==> config.mk <==
export PLATFORM = sky130hd
export DESIGN_NAME = fir_coeff_sequencer
export DESIGN_NICKNAME = d
export VERILOG_FILES = /design/src/rtl/fir_coeff_sequencer.sv
export SDC_FILE = /design/constraint.sdc
export NUM_CORES = 1
export LEC_CHECK = 0
export ABC_AREA = 1
export BUFFER_PORTS_ARGS = -buffer_cell sky130_fd_sc_hd__buf_2
export CORE_MARGIN = 2
export CORE_UTILIZATION = 50
export DETAILED_ROUTE_END_ITERATION = 10
export PLACE_DENSITY = 0.78
export SLEW_MARGIN = 5
export SYNTH_ARGS = -nofsm -noshare
export SYNTH_HDL_FRONTEND = slang
export SYNTH_SLANG_ARGS = --single-unit
==> constraint.sdc <==
create_clock -name i_clk -period 1.7 [get_ports i_clk]
set_input_delay 0.34 -clock i_clk [delete_from_list [all_inputs] [get_ports i_clk]]
set_output_delay 0.34 -clock i_clk [all_outputs]
set_load 0.005 [all_outputs]
==> src/rtl/fir_coeff_sequencer.sv <==
// Front-end for the FIR core: steers the shared byte stream into coefficient writes or samples,
// flushes the delay line after every complete coefficient load and realigns the FIR result with a valid flag.
module fir_coeff_sequencer #(
    parameter int NUM_TAPS    = 4,
    parameter int DATA_W      = 8,
    parameter int OUT_W       = 11,
    parameter int FIR_LATENCY = 2
) (
    input  logic                        i_clk,
    input  logic                        i_reset,
    input  logic                        i_set_coeffs,
    input  logic                        i_in_valid,
    input  logic [DATA_W-1:0]           i_in_data,
    output logic                        o_in_ready,
    output logic                        o_coeff_we,
    output logic [$clog2(NUM_TAPS)-1:0] o_coeff_addr,
    output logic [DATA_W-1:0]           o_coeff_data,
    output logic                        o_fir_valid,
    output logic [DATA_W-1:0]           o_fir_data,
    input  logic [OUT_W-1:0]            i_fir_result,
    output logic                        o_out_valid,
    output logic [OUT_W-1:0]            o_out_data,
    output logic                        o_coeffs_ready,
    output logic                        o_busy,
    output logic                        o_err,
    input  logic                        i_err_clr
);

    localparam int CNT_W  = $clog2(NUM_TAPS + 1);
    localparam int ADDR_W = $clog2(NUM_TAPS);
    localparam logic [CNT_W-1:0] LAST_IDX = CNT_W'(NUM_TAPS - 1);

    typedef enum logic [1:0] {S_IDLE, S_LOAD, S_FLUSH, S_RUN} state_t;

    state_t r_state;
    state_t w_next_state;

    logic [CNT_W-1:0]       r_tap_cnt;
    logic [CNT_W-1:0]       r_flush_cnt;
    logic                   r_coeff_we;
    logic [ADDR_W-1:0]      r_coeff_addr;
    logic [DATA_W-1:0]      r_coeff_data;
    logic                   r_fir_valid;
    logic                   r_fir_flush;
    logic [DATA_W-1:0]      r_fir_data;
    logic [FIR_LATENCY-1:0] r_pipe_valid;
    logic [FIR_LATENCY-1:0] r_pipe_flush;
    logic                   r_out_valid;
    logic [OUT_W-1:0]       r_out_data;
    logic                   r_coeffs_ready;
    logic                   r_err;

    logic             w_accept;
    logic             w_coeff_wr;
    logic             w_last_tap;
    logic             w_drop;
    logic             w_abort;
    logic             w_flush_done;
    logic             w_sample;
    logic             w_enter_load;
    logic             w_real_tap;
    logic [CNT_W-1:0] w_tap_idx;

    // A byte seen in IDLE with set_coeffs high is already coefficient 0.
    assign w_accept     = i_in_valid & o_in_ready;
    assign w_coeff_wr   = w_accept & i_set_coeffs & ((r_state == S_IDLE) | (r_state == S_LOAD));
    assign w_tap_idx    = (r_state == S_LOAD) ? r_tap_cnt : '0;
    assign w_last_tap   = (r_state == S_LOAD) & w_coeff_wr & (r_tap_cnt == LAST_IDX);
    assign w_drop       = (r_state == S_IDLE) & w_accept & ~i_set_coeffs;
    assign w_abort      = (r_state == S_LOAD) & ~i_set_coeffs;
    assign w_flush_done = (r_state == S_FLUSH) & (r_flush_cnt == LAST_IDX);
    assign w_sample     = (r_state == S_RUN) & w_accept;
    assign w_enter_load = (w_next_state == S_LOAD) & (r_state != S_LOAD);
    assign w_real_tap   = r_pipe_valid[FIR_LATENCY-1] & ~r_pipe_flush[FIR_LATENCY-1];

    always_ff @(posedge i_clk or posedge i_reset) begin
        if (i_reset) r_state <= S_IDLE;
        else         r_state <= w_next_state;
    end

    always_comb begin
        w_next_state = r_state;
        case (r_state)
            S_IDLE:  if (i_set_coeffs) w_next_state = S_LOAD;
            S_LOAD:  begin
                if (w_abort)         w_next_state = S_IDLE;
                else if (w_last_tap) w_next_state = S_FLUSH;
            end
            S_FLUSH: if (w_flush_done) w_next_state = S_RUN;
            S_RUN:   if (i_set_coeffs) w_next_state = S_LOAD;
            default: w_next_state = S_IDLE;
        endcase
    end

    always_comb begin
        o_in_ready = 1'b0;
        case (r_state)
            S_IDLE, S_LOAD: o_in_ready = 1'b1;
            S_RUN:          o_in_ready = ~i_set_coeffs;
            default:        o_in_ready = 1'b0;
        endcase
        o_busy = (r_state == S_LOAD) | (r_state == S_FLUSH);
    end

    always_ff @(posedge i_clk or posedge i_reset) begin
        if (i_reset) begin
            r_tap_cnt      <= '0;
            r_flush_cnt    <= '0;
            r_coeff_we     <= 1'b0;
            r_coeff_addr   <= '0;
            r_coeff_data   <= '0;
            r_fir_valid    <= 1'b0;
            r_fir_flush    <= 1'b0;
            r_fir_data     <= '0;
            r_coeffs_ready <= 1'b0;
            r_err          <= 1'b0;
        end else begin
            if (w_coeff_wr)             r_tap_cnt <= w_tap_idx + CNT_W'(1);
            else if (r_state != S_LOAD) r_tap_cnt <= '0;

            if (r_state == S_FLUSH) r_flush_cnt <= w_flush_done ? '0 : r_flush_cnt + CNT_W'(1);
            else                    r_flush_cnt <= '0;

            r_coeff_we <= w_coeff_wr;
            if (w_coeff_wr) begin
                r_coeff_addr <= w_tap_idx[ADDR_W-1:0];
                r_coeff_data <= i_in_data;
            end

            r_fir_valid <= w_sample | (r_state == S_FLUSH);
            r_fir_flush <= (r_state == S_FLUSH);
            if (r_state == S_FLUSH) r_fir_data <= '0;
            else if (w_sample)      r_fir_data <= i_in_data;

            if (w_last_tap)        r_coeffs_ready <= 1'b1;
            else if (w_enter_load) r_coeffs_ready <= 1'b0;

            // A new error event outranks a clear in the same cycle.
            if (w_drop | w_abort) r_err <= 1'b1;
            else if (i_err_clr)   r_err <= 1'b0;
        end
    end

    always_ff @(posedge i_clk or posedge i_reset) begin
        if (i_reset) begin
            r_pipe_valid <= '0;
            r_pipe_flush <= '0;
            r_out_valid  <= 1'b0;
            r_out_data   <= '0;
        end else begin
            r_pipe_valid[0] <= r_fir_valid;
            r_pipe_flush[0] <= r_fir_flush;
            for (int i = 1; i < FIR_LATENCY; i++) begin
                r_pipe_valid[i] <= r_pipe_valid[i-1];
                r_pipe_flush[i] <= r_pipe_flush[i-1];
            end
            r_out_valid <= w_real_tap;
            if (w_real_tap) r_out_data <= i_fir_result;
        end
    end

    assign o_coeff_we     = r_coeff_we;
    assign o_coeff_addr   = r_coeff_addr;
    assign o_coeff_data   = r_coeff_data;
    assign o_fir_valid    = r_fir_valid;
    assign o_fir_data     = r_fir_data;
    assign o_out_valid    = r_out_valid;
    assign o_out_data     = r_out_data;
    assign o_coeffs_ready = r_coeffs_ready;
    assign o_err          = r_err;

endmodule

==> results.ini <==
[final_layout]
num_antenna_cells = 0
design_area_um2 = 2470
layout_commonest_cell = nand2_1
final_layout_size_suffix_gt1_share_pct = 33.8
area_delta_synth_final_pct = 28.1
regArea_um2 = 1180
multi_input_area_um2 = 683
fillerInstances = 322
fin_nets = 308
final_cell_mix = 94 x nand2_1, 59 x buf_2, 46 x dfrtp_1
final_util_pct = 67.0

[worst_setup_path]
critPathKind = flop to output port
end_kind = output port
regToRegStartpoint = r_state[1]
startpoint = r_state[1]
critPathMaxFanout = 4
cp-start-kind = flop
cp.required_ns = 1.36
critPathArrivalTime_ns = 1.36

[clock_network]
clock_sinks = 47
cts_tree = built
clk_pin_slew_ns = 0.08
ctsHtreeMaxLevel = 2
root_buffer = clkbuf_8
clockBufferDepth = 2
numCtsBuffers = 5
postCtsHoldBufs = 0
clk_latency_ns = 0.29

[sta]
fmax_mhz = 589
max_slew_margin_pct = 80.2
setup_ws_ns = 0.00225
setup_tns_ns = 0
fin_crit_sh_pct = 99.9
skew_ns = 0.00594
slew_violations = 0
finalSetupViolCount = 0
hold_violations = 0
rsz0062_at_grt = true
worstMarginPinSlew_ns = 0.297
hold_ws_ns = 0.0683
min_period_ns = 1.70

[route]
vias_per_cell = 4.65
drtIter0Drc = 82
wire_per_inst_um = 11.3
drtPass1Iterations = 4
drc = 0
wl_um = 3700
ant_nets = 0
vias = 1517

[grt]
grt_pass1_wl_um = 6330
grt_start_max_net_pins = 48
grt-busiest-layer = met2
grt_overflow_total = 0
met2_usage_pct = 31.6
grt_usage_pct = 19.3
grtUsageMet3_pct = 4.77
antenna_found_initial = 0
grt_pass1_vias = 1464
use_met1_pct = 24.1

[placed_design]
gp_congestion = 0.826
port_buffers = 59
pre_cts_ws_ns = 0.00615
placed_area_um2 = 2330
hpwl_um = 2710

[floorplan]
num_rows = 22
io-pin-count = 60
die_w_um = 66.1
dieHeight_um = 66.1
die-area_um2 = 4370
core_um2 = 3690
start_util_pct = 52.3

[logic_synthesis]
yosys_warnings = 0
ys_ff_latch = 47
syn_avg_cell_area_um2 = 9.32
syn_area_um2 = 1930
syn_nets = 238
synthDistinctLibCells = 27
post-synth-top-area-cell = dfrtp_1
synth.yosys.seq_area_share_pct = 61.0
yosysTopAreaCellShare_pct = 61.0
synth_area_leaders = dfrtp_1 61%, nand2_1 18%, ha_1 4.5%
netlist_instances = 207

[pwr]
power.density_nw_per_um2 = 1630
power_leakage_nw = 1.43
irDropWorstVdd_uv = 883

[flow_run]
maxCapViolCount = 0

[hold_path]
hold_class = primary input to asynchronous set/reset pin

[run_status]
status = completed

-- path summary, 6_finish.rpt --
check	slack, ns	cells past startpoint	to
min in group i_clk	0.23	2	o_err
worst max-delay path	0.002	5	o_in_ready
worst min register to register	0.35	0	r_pipe_flush[1]
worst min-delay path	0.07	3	r_pipe_valid[1]
max in group asynchronous	1.42	3	r_state[0]
worst max register to register	0.07	10	o_coeff_addr[0]
-- registers in the layout (all words and copies together), names as in the netlist, 2 cells and up --
name,cells
o_coeff_addr,2
r_pipe_flush,2
o_fir_data,8
o_out_data,11
r_tap_cnt,3
o_coeff_data,8
r_flush_cnt,3
r_state,2
r_pipe_valid,2
-- Yosys cell counts --
| master | count |
|---|---|
| o21ai_2 | 1 |
| nand3_1 | 11 |
| a21oi_1 | 3 |
| a21oi_2 | 1 |
| xor2_1 | 1 |
| o21ai_0 | 2 |
| buf_2 | 1 |
| nand2_4 | 1 |
| clkbuf_1 | 3 |
| o211ai_1 | 1 |
| nand2_2 | 1 |
| inv_2 | 1 |
| clkinv_2 | 1 |
| ha_1 | 7 |
| inv_1 | 16 |
| a31o_2 | 1 |
| nand4_4 | 1 |
| clkinv_1 | 1 |
| nand3b_1 | 1 |
| nand2_1 | 94 |
| nor2_1 | 6 |
| o21bai_1 | 1 |
| o21ai_1 | 1 |
| o21a_1 | 1 |
| dfrtp_1 | 47 |
| nor3_1 | 1 |
| buf_4 | 1 |
-- metrics by stage --
stage,power [W],instances
floorplan,0.00260,207
global placement,0.00321,316
detailed placement,0.00326,316
CTS,0.00407,326
global route,0.00439,326
finish,0.00404,326
-- area by class of cell --
type	instances	share of cell area [%]
multi-input combinational	136	27.6
sequential	47	47.6
clock buffer	7	3.90
timing repair buffer	68	15.2
clock inverter	1	0.304
inverter	19	2.94
tap	48	2.43
-- cells by family (layout without fill, tap and decap cells) --
family | Yosys count | after routing | share of synthesized area (%)
buffers and inverters | 24 | 95 | 4.99
and+or+nand+nor | 116 | 116 | 25.0
DFF | 47 | 47 | 61.0
adders and majority gates | 7 | 7 | 4.54
xor gates and xnor gates | 1 | 1 | 0.454
AOI/OAI and AO/OA | 12 | 12 | 4.09
-- where the power goes --
part	leakage (nW)	total (W)	switching [W]	internal, W
clock network	0.0505	0.000723	0.000353	0.000370
registers	0.613	0.00178	0.000225	0.00155
logic	0.767	0.00154	0.000817	0.000726
total	1.43	0.00404	0.00139	0.00265
-- timing repair --
item | in CTS | in global routing
resized for setup | 8 | 2
pin swaps | 1 | 0
endpoints found under the setup margin | 3 | 11
endpoints found under the hold margin | 0 | 0
buffers inserted | 2 | 0
gates cloned | 0 | 0
-- critical path, stage by stage, from the launching register on --
cell	delay (ns)
dfrtp_1	0.44
inv_2	0.11
ha_2	0.19
nor2_2	0.05
a21oi_2	0.14
buf_2	0.13
-- layer usage --
| layer | up-vias | share of wire, % |
|---|---|---|
| met5 | - | 0 |
| met4 | 0 | 2.3 |
| met3 | 12 | 5.2 |
| met2 | 46 | 47 |
| met1 | 688 | 46 |
| li1 | 771 | - |
Power figures use the tool's default switching activity.
